**config.mk**
```make
export PLATFORM = sky130hd
export DESIGN_NAME = dmem_arbiter_flat
export DESIGN_NICKNAME = d
export VERILOG_FILES = /design/src/rtl/dmem_arbiter_pkg.sv /design/src/rtl/dmem_arbiter_if.sv /design/src/rtl/dmem_arbiter.sv /design/src/flat_wrapper.sv
export SDC_FILE = /design/constraint.sdc
export NUM_CORES = 1
export LEC_CHECK = 0
export ABC_AREA = 1
export CORE_AREA = 5 5 104 106
export DETAILED_ROUTE_END_ITERATION = 10
export DIE_AREA = 0 0 109 111
export DONT_BUFFER_PORTS = 1
export PLACE_DENSITY = 0.42
export SYNTH_ARGS = -nofsm -noshare
export SYNTH_HDL_FRONTEND = slang
export SYNTH_SLANG_ARGS = --single-unit
```
**constraint.sdc**
```tcl
create_clock -name CLK -period 1.55 [get_ports CLK]
set_input_delay 0.155 -clock CLK [delete_from_list [all_inputs] [get_ports CLK]]
set_output_delay 0.155 -clock CLK [all_outputs]
set_load 0.1 [all_outputs]
```
**src/rtl/dmem_arbiter_pkg.sv**
```systemverilog
// Shared types and constants for the data-memory arbiter: FSM states, requester
// indices, bus widths and a saturating counter helper.
package dmem_arbiter_pkg;

    typedef enum logic {
        ST_ARB   = 1'b0,
        ST_BURST = 1'b1
    } st_e;

    localparam int REQ_CORE = 0;
    localparam int REQ_DMA  = 1;

    localparam int ADDR_W = 30;
    localparam int DATA_W = 32;
    localparam int STB_W  = 4;

    function automatic logic [7:0] sat_inc8(input logic [7:0] v);
        return (v == 8'hFF) ? v : v + 8'd1;
    endfunction

endpackage

```
**src/rtl/dmem_arbiter_if.sv**
```systemverilog
// Bus bundle between the two requesters, the arbiter and the data memory.
// slave = arbiter view; master = requesters plus memory view.
interface dmem_arbiter_if;
    import dmem_arbiter_pkg::*;

    logic              C_REQ, C_WE, C_GNT, C_STALL, C_RVALID;
    logic [ADDR_W-1:0] C_ADDR;
    logic [DATA_W-1:0] C_WDATA;
    logic [STB_W-1:0]  C_WSTB;

    logic              D_REQ, D_WE, D_LOCK, D_GNT, D_RVALID;
    logic [ADDR_W-1:0] D_ADDR;
    logic [DATA_W-1:0] D_WDATA;
    logic [STB_W-1:0]  D_WSTB;

    logic [DATA_W-1:0] RDATA;
    logic [ADDR_W-1:0] MADDR;
    logic [DATA_W-1:0] MDATAO;
    logic [STB_W-1:0]  MWSTB;
    logic              CEM;
    logic [DATA_W-1:0] MDATAI;

    modport slave (
        input  C_REQ, C_WE, C_ADDR, C_WDATA, C_WSTB,
        input  D_REQ, D_WE, D_ADDR, D_WDATA, D_WSTB, D_LOCK,
        input  MDATAI,
        output C_GNT, C_STALL, C_RVALID, D_GNT, D_RVALID,
        output RDATA, MADDR, MDATAO, MWSTB, CEM
    );

    modport master (
        output C_REQ, C_WE, C_ADDR, C_WDATA, C_WSTB,
        output D_REQ, D_WE, D_ADDR, D_WDATA, D_WSTB, D_LOCK,
        output MDATAI,
        input  C_GNT, C_STALL, C_RVALID, D_GNT, D_RVALID,
        input  RDATA, MADDR, MDATAO, MWSTB, CEM
    );

endinterface

```
**src/rtl/dmem_arbiter.sv**
```systemverilog
// Shares the data-memory port between the core (fixed priority) and the DMA engine,
// with starvation relief for DMA and bounded DMA burst ownership.
module dmem_arbiter
    import dmem_arbiter_pkg::*;
#(
    parameter int STARVE_LIMIT = 8,
    parameter int MAX_BURST    = 4
) (
    input  logic          CLK,
    input  logic          RSTN,
    dmem_arbiter_if.slave bus
);

    localparam logic [7:0] STARVE_L = 8'(STARVE_LIMIT);
    localparam logic [7:0] MAX_B    = 8'(MAX_BURST);

    st_e        r_st, w_st_nxt;
    logic [7:0] r_wait_cnt, w_wait_nxt;
    logic [7:0] r_burst_cnt, w_burst_nxt;
    logic       r_hog, w_hog_nxt;
    logic [1:0] r_rd_own;
    logic       w_c_gnt, w_d_gnt;
    logic       w_starved;
    logic [7:0] w_burst_inc;

    assign w_starved   = bus.D_REQ && (r_wait_cnt >= STARVE_L);
    assign w_burst_inc = (r_st == ST_BURST) ? r_burst_cnt + 8'd1 : 8'd1;

    always_comb begin
        w_c_gnt     = 1'b0;
        w_d_gnt     = 1'b0;
        w_st_nxt    = r_st;
        w_burst_nxt = r_burst_cnt;
        w_hog_nxt   = 1'b0;
        w_wait_nxt  = '0;
        if (RSTN) begin
            unique case (r_st)
                ST_ARB: begin
                    // r_hog: one-cycle core precedence right after a full-length burst
                    w_c_gnt = bus.C_REQ && (r_hog || !w_starved);
                    w_d_gnt = bus.D_REQ && !w_c_gnt;
                end
                ST_BURST: begin
                    w_d_gnt = bus.D_REQ;
                    w_c_gnt = bus.C_REQ && !bus.D_REQ;
                end
                default: ;
            endcase

            if (w_d_gnt && ((r_st == ST_BURST) || bus.D_LOCK)) begin
                if (w_burst_inc == MAX_B) begin
                    w_st_nxt    = ST_ARB;
                    w_burst_nxt = '0;
                    w_hog_nxt   = 1'b1;
                end else if (!bus.D_LOCK) begin
                    w_st_nxt    = ST_ARB;
                    w_burst_nxt = '0;
                end else begin
                    w_st_nxt    = ST_BURST;
                    w_burst_nxt = w_burst_inc;
                end
            end

            if (bus.D_REQ && !w_d_gnt) begin
                w_wait_nxt = sat_inc8(r_wait_cnt);
            end
        end
    end

    always_ff @(posedge CLK) begin
        if (!RSTN) begin
            r_st        <= ST_ARB;
            r_wait_cnt  <= '0;
            r_burst_cnt <= '0;
            r_hog       <= 1'b0;
            r_rd_own    <= '0;
        end else begin
            r_st               <= w_st_nxt;
            r_wait_cnt         <= w_wait_nxt;
            r_burst_cnt        <= w_burst_nxt;
            r_hog              <= w_hog_nxt;
            r_rd_own[REQ_CORE] <= w_c_gnt && !bus.C_WE;
            r_rd_own[REQ_DMA]  <= w_d_gnt && !bus.D_WE;
        end
    end

    assign bus.C_GNT   = w_c_gnt;
    assign bus.D_GNT   = w_d_gnt;
    assign bus.C_STALL = bus.C_REQ && !w_c_gnt;
    assign bus.CEM     = w_c_gnt || w_d_gnt;

    assign bus.MADDR  = w_c_gnt ? bus.C_ADDR  : (w_d_gnt ? bus.D_ADDR  : '0);
    assign bus.MDATAO = w_c_gnt ? bus.C_WDATA : (w_d_gnt ? bus.D_WDATA : '0);
    assign bus.MWSTB  = (w_c_gnt && bus.C_WE) ? bus.C_WSTB :
                        ((w_d_gnt && bus.D_WE) ? bus.D_WSTB : '0);

    // A response still in flight when reset is asserted is suppressed immediately
    assign bus.C_RVALID = r_rd_own[REQ_CORE] && RSTN;
    assign bus.D_RVALID = r_rd_own[REQ_DMA] && RSTN;
    assign bus.RDATA    = bus.MDATAI;

endmodule

```
**src/flat_wrapper.sv**
```systemverilog
// flat-port wrapper written by rule: the top's interface ports become plain ports
module dmem_arbiter_flat import dmem_arbiter_pkg::*;
#(
    parameter int STARVE_LIMIT = 8,
    parameter int MAX_BURST    = 4
)
  (CLK, RSTN, bus_C_REQ, bus_C_WE, bus_C_ADDR, bus_C_WDATA, bus_C_WSTB, bus_D_REQ, bus_D_WE, bus_D_ADDR, bus_D_WDATA, bus_D_WSTB, bus_D_LOCK, bus_MDATAI, bus_C_GNT, bus_C_STALL, bus_C_RVALID, bus_D_GNT, bus_D_RVALID, bus_RDATA, bus_MADDR, bus_MDATAO, bus_MWSTB, bus_CEM);
  dmem_arbiter_if bus_i ();
  input  logic CLK;
  input  logic RSTN;
  input wire logic [$bits(bus_i.C_REQ)-1:0] bus_C_REQ;
  input wire logic [$bits(bus_i.C_WE)-1:0] bus_C_WE;
  input wire logic [$bits(bus_i.C_ADDR)-1:0] bus_C_ADDR;
  input wire logic [$bits(bus_i.C_WDATA)-1:0] bus_C_WDATA;
  input wire logic [$bits(bus_i.C_WSTB)-1:0] bus_C_WSTB;
  input wire logic [$bits(bus_i.D_REQ)-1:0] bus_D_REQ;
  input wire logic [$bits(bus_i.D_WE)-1:0] bus_D_WE;
  input wire logic [$bits(bus_i.D_ADDR)-1:0] bus_D_ADDR;
  input wire logic [$bits(bus_i.D_WDATA)-1:0] bus_D_WDATA;
  input wire logic [$bits(bus_i.D_WSTB)-1:0] bus_D_WSTB;
  input wire logic [$bits(bus_i.D_LOCK)-1:0] bus_D_LOCK;
  input wire logic [$bits(bus_i.MDATAI)-1:0] bus_MDATAI;
  output wire logic [$bits(bus_i.C_GNT)-1:0] bus_C_GNT;
  output wire logic [$bits(bus_i.C_STALL)-1:0] bus_C_STALL;
  output wire logic [$bits(bus_i.C_RVALID)-1:0] bus_C_RVALID;
  output wire logic [$bits(bus_i.D_GNT)-1:0] bus_D_GNT;
  output wire logic [$bits(bus_i.D_RVALID)-1:0] bus_D_RVALID;
  output wire logic [$bits(bus_i.RDATA)-1:0] bus_RDATA;
  output wire logic [$bits(bus_i.MADDR)-1:0] bus_MADDR;
  output wire logic [$bits(bus_i.MDATAO)-1:0] bus_MDATAO;
  output wire logic [$bits(bus_i.MWSTB)-1:0] bus_MWSTB;
  output wire logic [$bits(bus_i.CEM)-1:0] bus_CEM;
  assign bus_i.C_REQ = bus_C_REQ;
  assign bus_i.C_WE = bus_C_WE;
  assign bus_i.C_ADDR = bus_C_ADDR;
  assign bus_i.C_WDATA = bus_C_WDATA;
  assign bus_i.C_WSTB = bus_C_WSTB;
  assign bus_i.D_REQ = bus_D_REQ;
  assign bus_i.D_WE = bus_D_WE;
  assign bus_i.D_ADDR = bus_D_ADDR;
  assign bus_i.D_WDATA = bus_D_WDATA;
  assign bus_i.D_WSTB = bus_D_WSTB;
  assign bus_i.D_LOCK = bus_D_LOCK;
  assign bus_i.MDATAI = bus_MDATAI;
  assign bus_C_GNT = bus_i.C_GNT;
  assign bus_C_STALL = bus_i.C_STALL;
  assign bus_C_RVALID = bus_i.C_RVALID;
  assign bus_D_GNT = bus_i.D_GNT;
  assign bus_D_RVALID = bus_i.D_RVALID;
  assign bus_RDATA = bus_i.RDATA;
  assign bus_MADDR = bus_i.MADDR;
  assign bus_MDATAO = bus_i.MDATAO;
  assign bus_MWSTB = bus_i.MWSTB;
  assign bus_CEM = bus_i.CEM;
  dmem_arbiter #(.STARVE_LIMIT(STARVE_LIMIT), .MAX_BURST(MAX_BURST)) u_core (.CLK(CLK), .RSTN(RSTN), .bus(bus_i));
endmodule
```
* Word level (Yosys, flattened, before mapping) *
Cells that the tools add are included.

storage, ports and cells
  word-level logic and storage cells = 53
  bits of input ports = 171
  ROM bits = 0
  bits in latches = 0
  RAM bits = 0
  output and inout bits = 104
  register bits = 20
  memories kept = 0

cells by class
  $lt $le $gt $ge = 1
  add/subtract/negate cells = 2
  mux-type cells = 17
  div/mod/pow operators = 0
  bitwise operators = 1
  shift-type cells = 0
  $mul = 0
  equality and inequality tests = 2
  reductions and logical operators = 25

operators by type and width
  cell                   number
  $mux W32               2
  $mux W30               2
  $mux W8                3
  $add A8 B1 Y8 const B  2
  $logic_and A1 B1 Y1    13
  $eq A8 B3 Y1 const B   1
  $eq A8 B8 Y1 const B   1
  $ge A8 B4 Y1 const B   1
  $mux W4                2
  $logic_not A1 Y1       7
  $mux W1                6
  $pmux W1 S2            2
  $reduce_and A2 Y1      2
  $logic_or A1 B1 Y1     3
  $not A1 Y1             1

* Depth between registers and ports, before layout *
  depth after elaboration = 13
  depth in mapped cells = 11
  mapped depth without buffers = 11

* Worst setup path before layout *
OpenSTA, ideal clock, no wires.

  kind = reg-to-output
  from = reg u_core.r_wait_cnt[7]
  to = out bus_C_STALL
  arrival time = 2.379 ns
  data required time = 1.395 ns
  path buffers = 1
  path slack = -0.984 ns
  cell stages (with the launch flop) = 10
  cell sequence = dfxtp_1 > nor2_2 > nand3_2 > nand3_2 > nand3_2 > o21ai_2 > nand2_4 > inv_8 > buf_6 > nor2_1

on the way
  cells in the longest elaborated chain, start to end = 9

RTL lines
  what                    RTL line            text
  from (decl)             dmem_arbiter.sv:18  logic [7:0] r_wait_cnt, w_wait_nxt;
  from (signal assigned)  dmem_arbiter.sv:79  r_wait_cnt <= w_wait_nxt;
  $ge A8 B4 Y1            dmem_arbiter.sv:26  assign w_starved = bus.D_REQ && (r_wait_cnt >= STARVE_L);
  $logic_and A1 B1 Y1     dmem_arbiter.sv:26
  $logic_not A1 Y1        dmem_arbiter.sv:40  w_c_gnt = bus.C_REQ && (r_hog || !w_starved);
  $logic_or A1 B1 Y1      dmem_arbiter.sv:40
  $logic_and A1 B1 Y1     dmem_arbiter.sv:40
  $pmux W1 S2             dmem_arbiter.sv:37  unique case (r_st)
  $mux W1                 dmem_arbiter.sv:36  if (RSTN) begin
  named net bus_C_GNT     flat_wrapper.sv:23  output wire logic [$bits(bus_i.C_GNT)-1:0] bus_C_GNT;
  $logic_not A1 Y1        dmem_arbiter.sv:89  assign bus.C_STALL = bus.C_REQ && !w_c_gnt;
  $logic_and A1 B1 Y1     dmem_arbiter.sv:89
  to (decl)               flat_wrapper.sv:24  output wire logic [$bits(bus_i.C_STALL)-1:0] bus_C_STALL;

The timed path passes the listed nets, and every way through them passes these cells.

* Worst setup path in the final report *
  from = reg u_core.r_wait_cnt[5]
  to = out bus_C_STALL

on the way
  cells in the longest elaborated chain, start to end = 9

RTL lines
  what                 RTL line
  $ge A8 B4 Y1         dmem_arbiter.sv:26
  $logic_and A1 B1 Y1  dmem_arbiter.sv:26
  $logic_not A1 Y1     dmem_arbiter.sv:40
  $logic_or A1 B1 Y1   dmem_arbiter.sv:40
  $logic_and A1 B1 Y1  dmem_arbiter.sv:40
  $pmux W1 S2          dmem_arbiter.sv:37
  $mux W1              dmem_arbiter.sv:36
  $logic_not A1 Y1     dmem_arbiter.sv:89
  $logic_and A1 B1 Y1  dmem_arbiter.sv:89

No other way between the ends.

==> impl_metrics.json <==
{
  "switchingPower_uw": 1490,
  "worst_slack_ns": -0.333,
  "r2r_start": "u_core.r_burst_cnt[0]$_SDFFE_PN0P_",
  "rsz0062_at_grt": "true",
  "mostFrequentLayoutCells": "nand2_1, nand2_8, nand2_2, buf_4, inv_1",
  "cp-end-kind": "output pin",
  "worst-r2r-cell-count": 8,
  "finalNonFillerCells": 560,
  "syn_area_per_cell_um2": 5.48,
  "violations": "setup timing",
  "core_area_um2": 9680,
  "critPathArrivalTime_ns": 1.73,
  "r2r-end": "u_core.r_st$_SDFFE_PN0P_",
  "pwr-share-seq_pct": 20.8,
  "synth_enable_flop_cells": 0,
  "vias": 2631,
  "hold_path_class": "primary input to flip-flop",
  "ctsHtreeMaxLevel": 1,
  "worst_pin_slew_ns": 0.304,
  "power.internal_uw": 1040,
  "clock_skew_ns": 0.00318,
  "setup_viol_count_final": 70,
  "die_h_um": 111,
  "synthToLayoutAreaGrowth_pct": 73.8,
  "cts_made_buffers": 3,
  "firstDrtPassIters": 5,
  "clk_latency_ns": 0.26,
  "holdPathStages": 2,
  "dp_cells": 545,
  "fin_nets": 603,
  "cp-start-kind": "flip-flop",
  "clk_pin_slew_worst_paths_ns": 0.08,
  "dpl_cell_area_um2": 3570,
  "setup_tns_ns": -20.50,
  "clkSinkCount": 20,
  "yosys_warnings": 0,
  "reg2reg_slack_ns": 0.12,
  "drtIter0Drc": 78,
  "critical_path.max_fanout": 7,
  "io_buffers": 0,
  "drc": 0,
  "dieArea_um2": 12100,
  "row_count": 36,
  "period_minus_slack_ns": 1.88,
  "drtAntennaViolNets": 0,
  "cts-root-buf": "clkbuf_8",
  "hp-start": "RSTN",
  "multi_input_area_um2": 2780,
  "syn_area_um2": 2340,
  "fp.dieW_um": 109,
  "fillerInstances": 964,
  "start_util_pct": 24.1,
  "antenna_cells": 0,
  "holdPathEnd": "u_core.r_burst_cnt[2]$_SDFFE_PN0P_",
  "period_share_pct": 121,
  "cts_tree": "built",
  "synth.distinct_cells": 26,
  "synth_flop_cell": "dfxtp_1",
  "fmax_ghz": 0.531,
  "num_io_pins": 275,
  "swShare_pct": 58.9,
  "power_frac_comb_pct": 65.1,
  "crit_required_ns": 1.39,
  "fin_area_um2": 4060,
  "final_common_cell": "nand2_1",
  "synth_async_sr_flop_share_pct": 0,
  "synth_seq_area_share_pct": 17.1,
  "syn_inst": 426,
  "grt_pass1_vias": 2623,
  "place_hpwl_um": 8060,
  "hold_violations": 0,
  "maxCapViolCount": 0,
  "grt_pass1_wl_um": 13900,
  "leakage_uw": 0.00166,
  "grt_max_degree": 27,
  "wirelength_um": 9810,
  "p_per_area_nw_per_um2": 625,
  "final_max_slew_viol_count": 0,
  "path_class": "flip-flop to output pin",
  "relSlewSlack_pct": 79.6,
  "fin_util_pct": 41.9,
  "layout-drive-gt1-share_pct": 47.5,
  "final-seq-area_um2": 405,
  "gr-total-overflow": 0,
  "viasPerCell": 4.70,
  "synth_nets": 600,
  "ys_ff_latch": 20,
  "antenna_found_initial": 0,
  "p_clk_share_pct": 14.0,
  "clockBufferDepth": 2,
  "ir_drop_v": 0.000317,
  "place.gp.congestion": 0.833,
  "grtUsageTotal_pct": 14.5,
  "route.detailed.wl_per_inst_um": 17.5,
  "status": "finished with violations"
}
[cell families (layout without fill, tap and decap cells)]
group	after synthesis	in the layout	synth area share, %
flops	20	20	17.1
xor+xnor	1	1	0.375
compound gates	19	19	4.34
buf+inv	75	76	22.0
fa+ha+maj	3	3	1.61
simple gates	308	308	54.5
[registers in the layout, summed over array words and instances, names as in the netlist]
name                flops
u_core.r_burst_cnt      8
u_core.r_hog            1
u_core.r_rd_own         2
u_core.r_st             1
u_core.r_wait_cnt       8
[synth_stat cells, types with 2 or more instances]
cell,count,area share (%)
a21oi_1,15,3.2
a31oi_1,2,0.54
buf_4,33,11
buf_6,12,5.8
dfxtp_1,20,17
ha_1,3,1.6
inv_1,24,3.9
inv_2,3,0.48
nand2_1,240,39
nand2_2,10,2.7
nand3_1,17,3.6
nand3_2,6,2.6
nand4_1,5,1.3
nor2_1,23,3.7
nor3_1,2,0.43
[critical path, stage by stage, from the launching register on]
cell,delay [ns]
dfxtp_1,0.34
nor2_1,0.05
nand3_2,0.05
nand3_2,0.08
nand3_4,0.09
o21ai_2,0.08
nand2_4,0.11
clkinv_8,0.10
buf_4,0.15
buf_6,0.12
nor2_4,0.10
buf_12,0.18
[power by group through the flow]
stage	logic (uW)	clock network [uW]	registers (uW)
finish	1650	355	528
global placement	1550	0	541
global route	1710	387	529
CTS	1630	366	528
floorplan	1830	0	540
detailed placement	1550	0	541
[per-layer routing]
layer / part of all wire [%] / global-route usage, %
met5: 0 / 0
met4: 1.6 / 3.37
met3: 11 / 4.66
met2: 53 / 28.1
met1: 34 / 14.5
[worst max path at each step]
stage / startpoint / end / cells past startpoint
floorplan: u_core.r_st$_SDFFE_PN0P_ / bus_MADDR[21] / 9
global placement: u_core.r_wait_cnt[4]$_SDFFE_PN0P_ / bus_MWSTB[1] / 9
global route: u_core.r_wait_cnt[7]$_SDFFE_PN0P_ / bus_MADDR[9] / 11
finish: u_core.r_wait_cnt[5]$_SDFFE_PN0P_ / bus_C_STALL / 11
detailed placement: u_core.r_st$_SDFFE_PN0P_ / bus_MWSTB[1] / 7
CTS: u_core.r_wait_cnt[7]$_SDFFE_PN0P_ / bus_MADDR[0] / 10
[layout make-up]
cell class / instances / area share, %
inverter: 29 / 3.30
clock buffer: 3 / 1.02
multi-input combinational: 331 / 68.5
sequential: 20 / 9.99
timing repair buffer: 44 / 13.1
tap: 133 / 4.10
[metrics by stage]
stage	setup WS [ns]	hold slack, ns	total power, uW
final	-0.333	0.0155	2540
after global routing	-0.423	0.00320	2620
after CTS	-0.367	0.00654	2530
after detailed placement	-0.175	0.232	2090
after global placement	-0.179	0.231	2090
after floorplan	-0.192	0.227	2370
[repair_timing]
item / CTS / global route
gates cloned: 1 / 2
setup buffers: 4 / 3
pin swaps: 30 / 34
hold buffers: 2 / 0
endpoints found under the hold margin: 2 / 0
setup endpoints to repair: 70 / 81
gates resized for setup: 63 / 26
No activity file was read; power rests on OpenSTA's default activity.
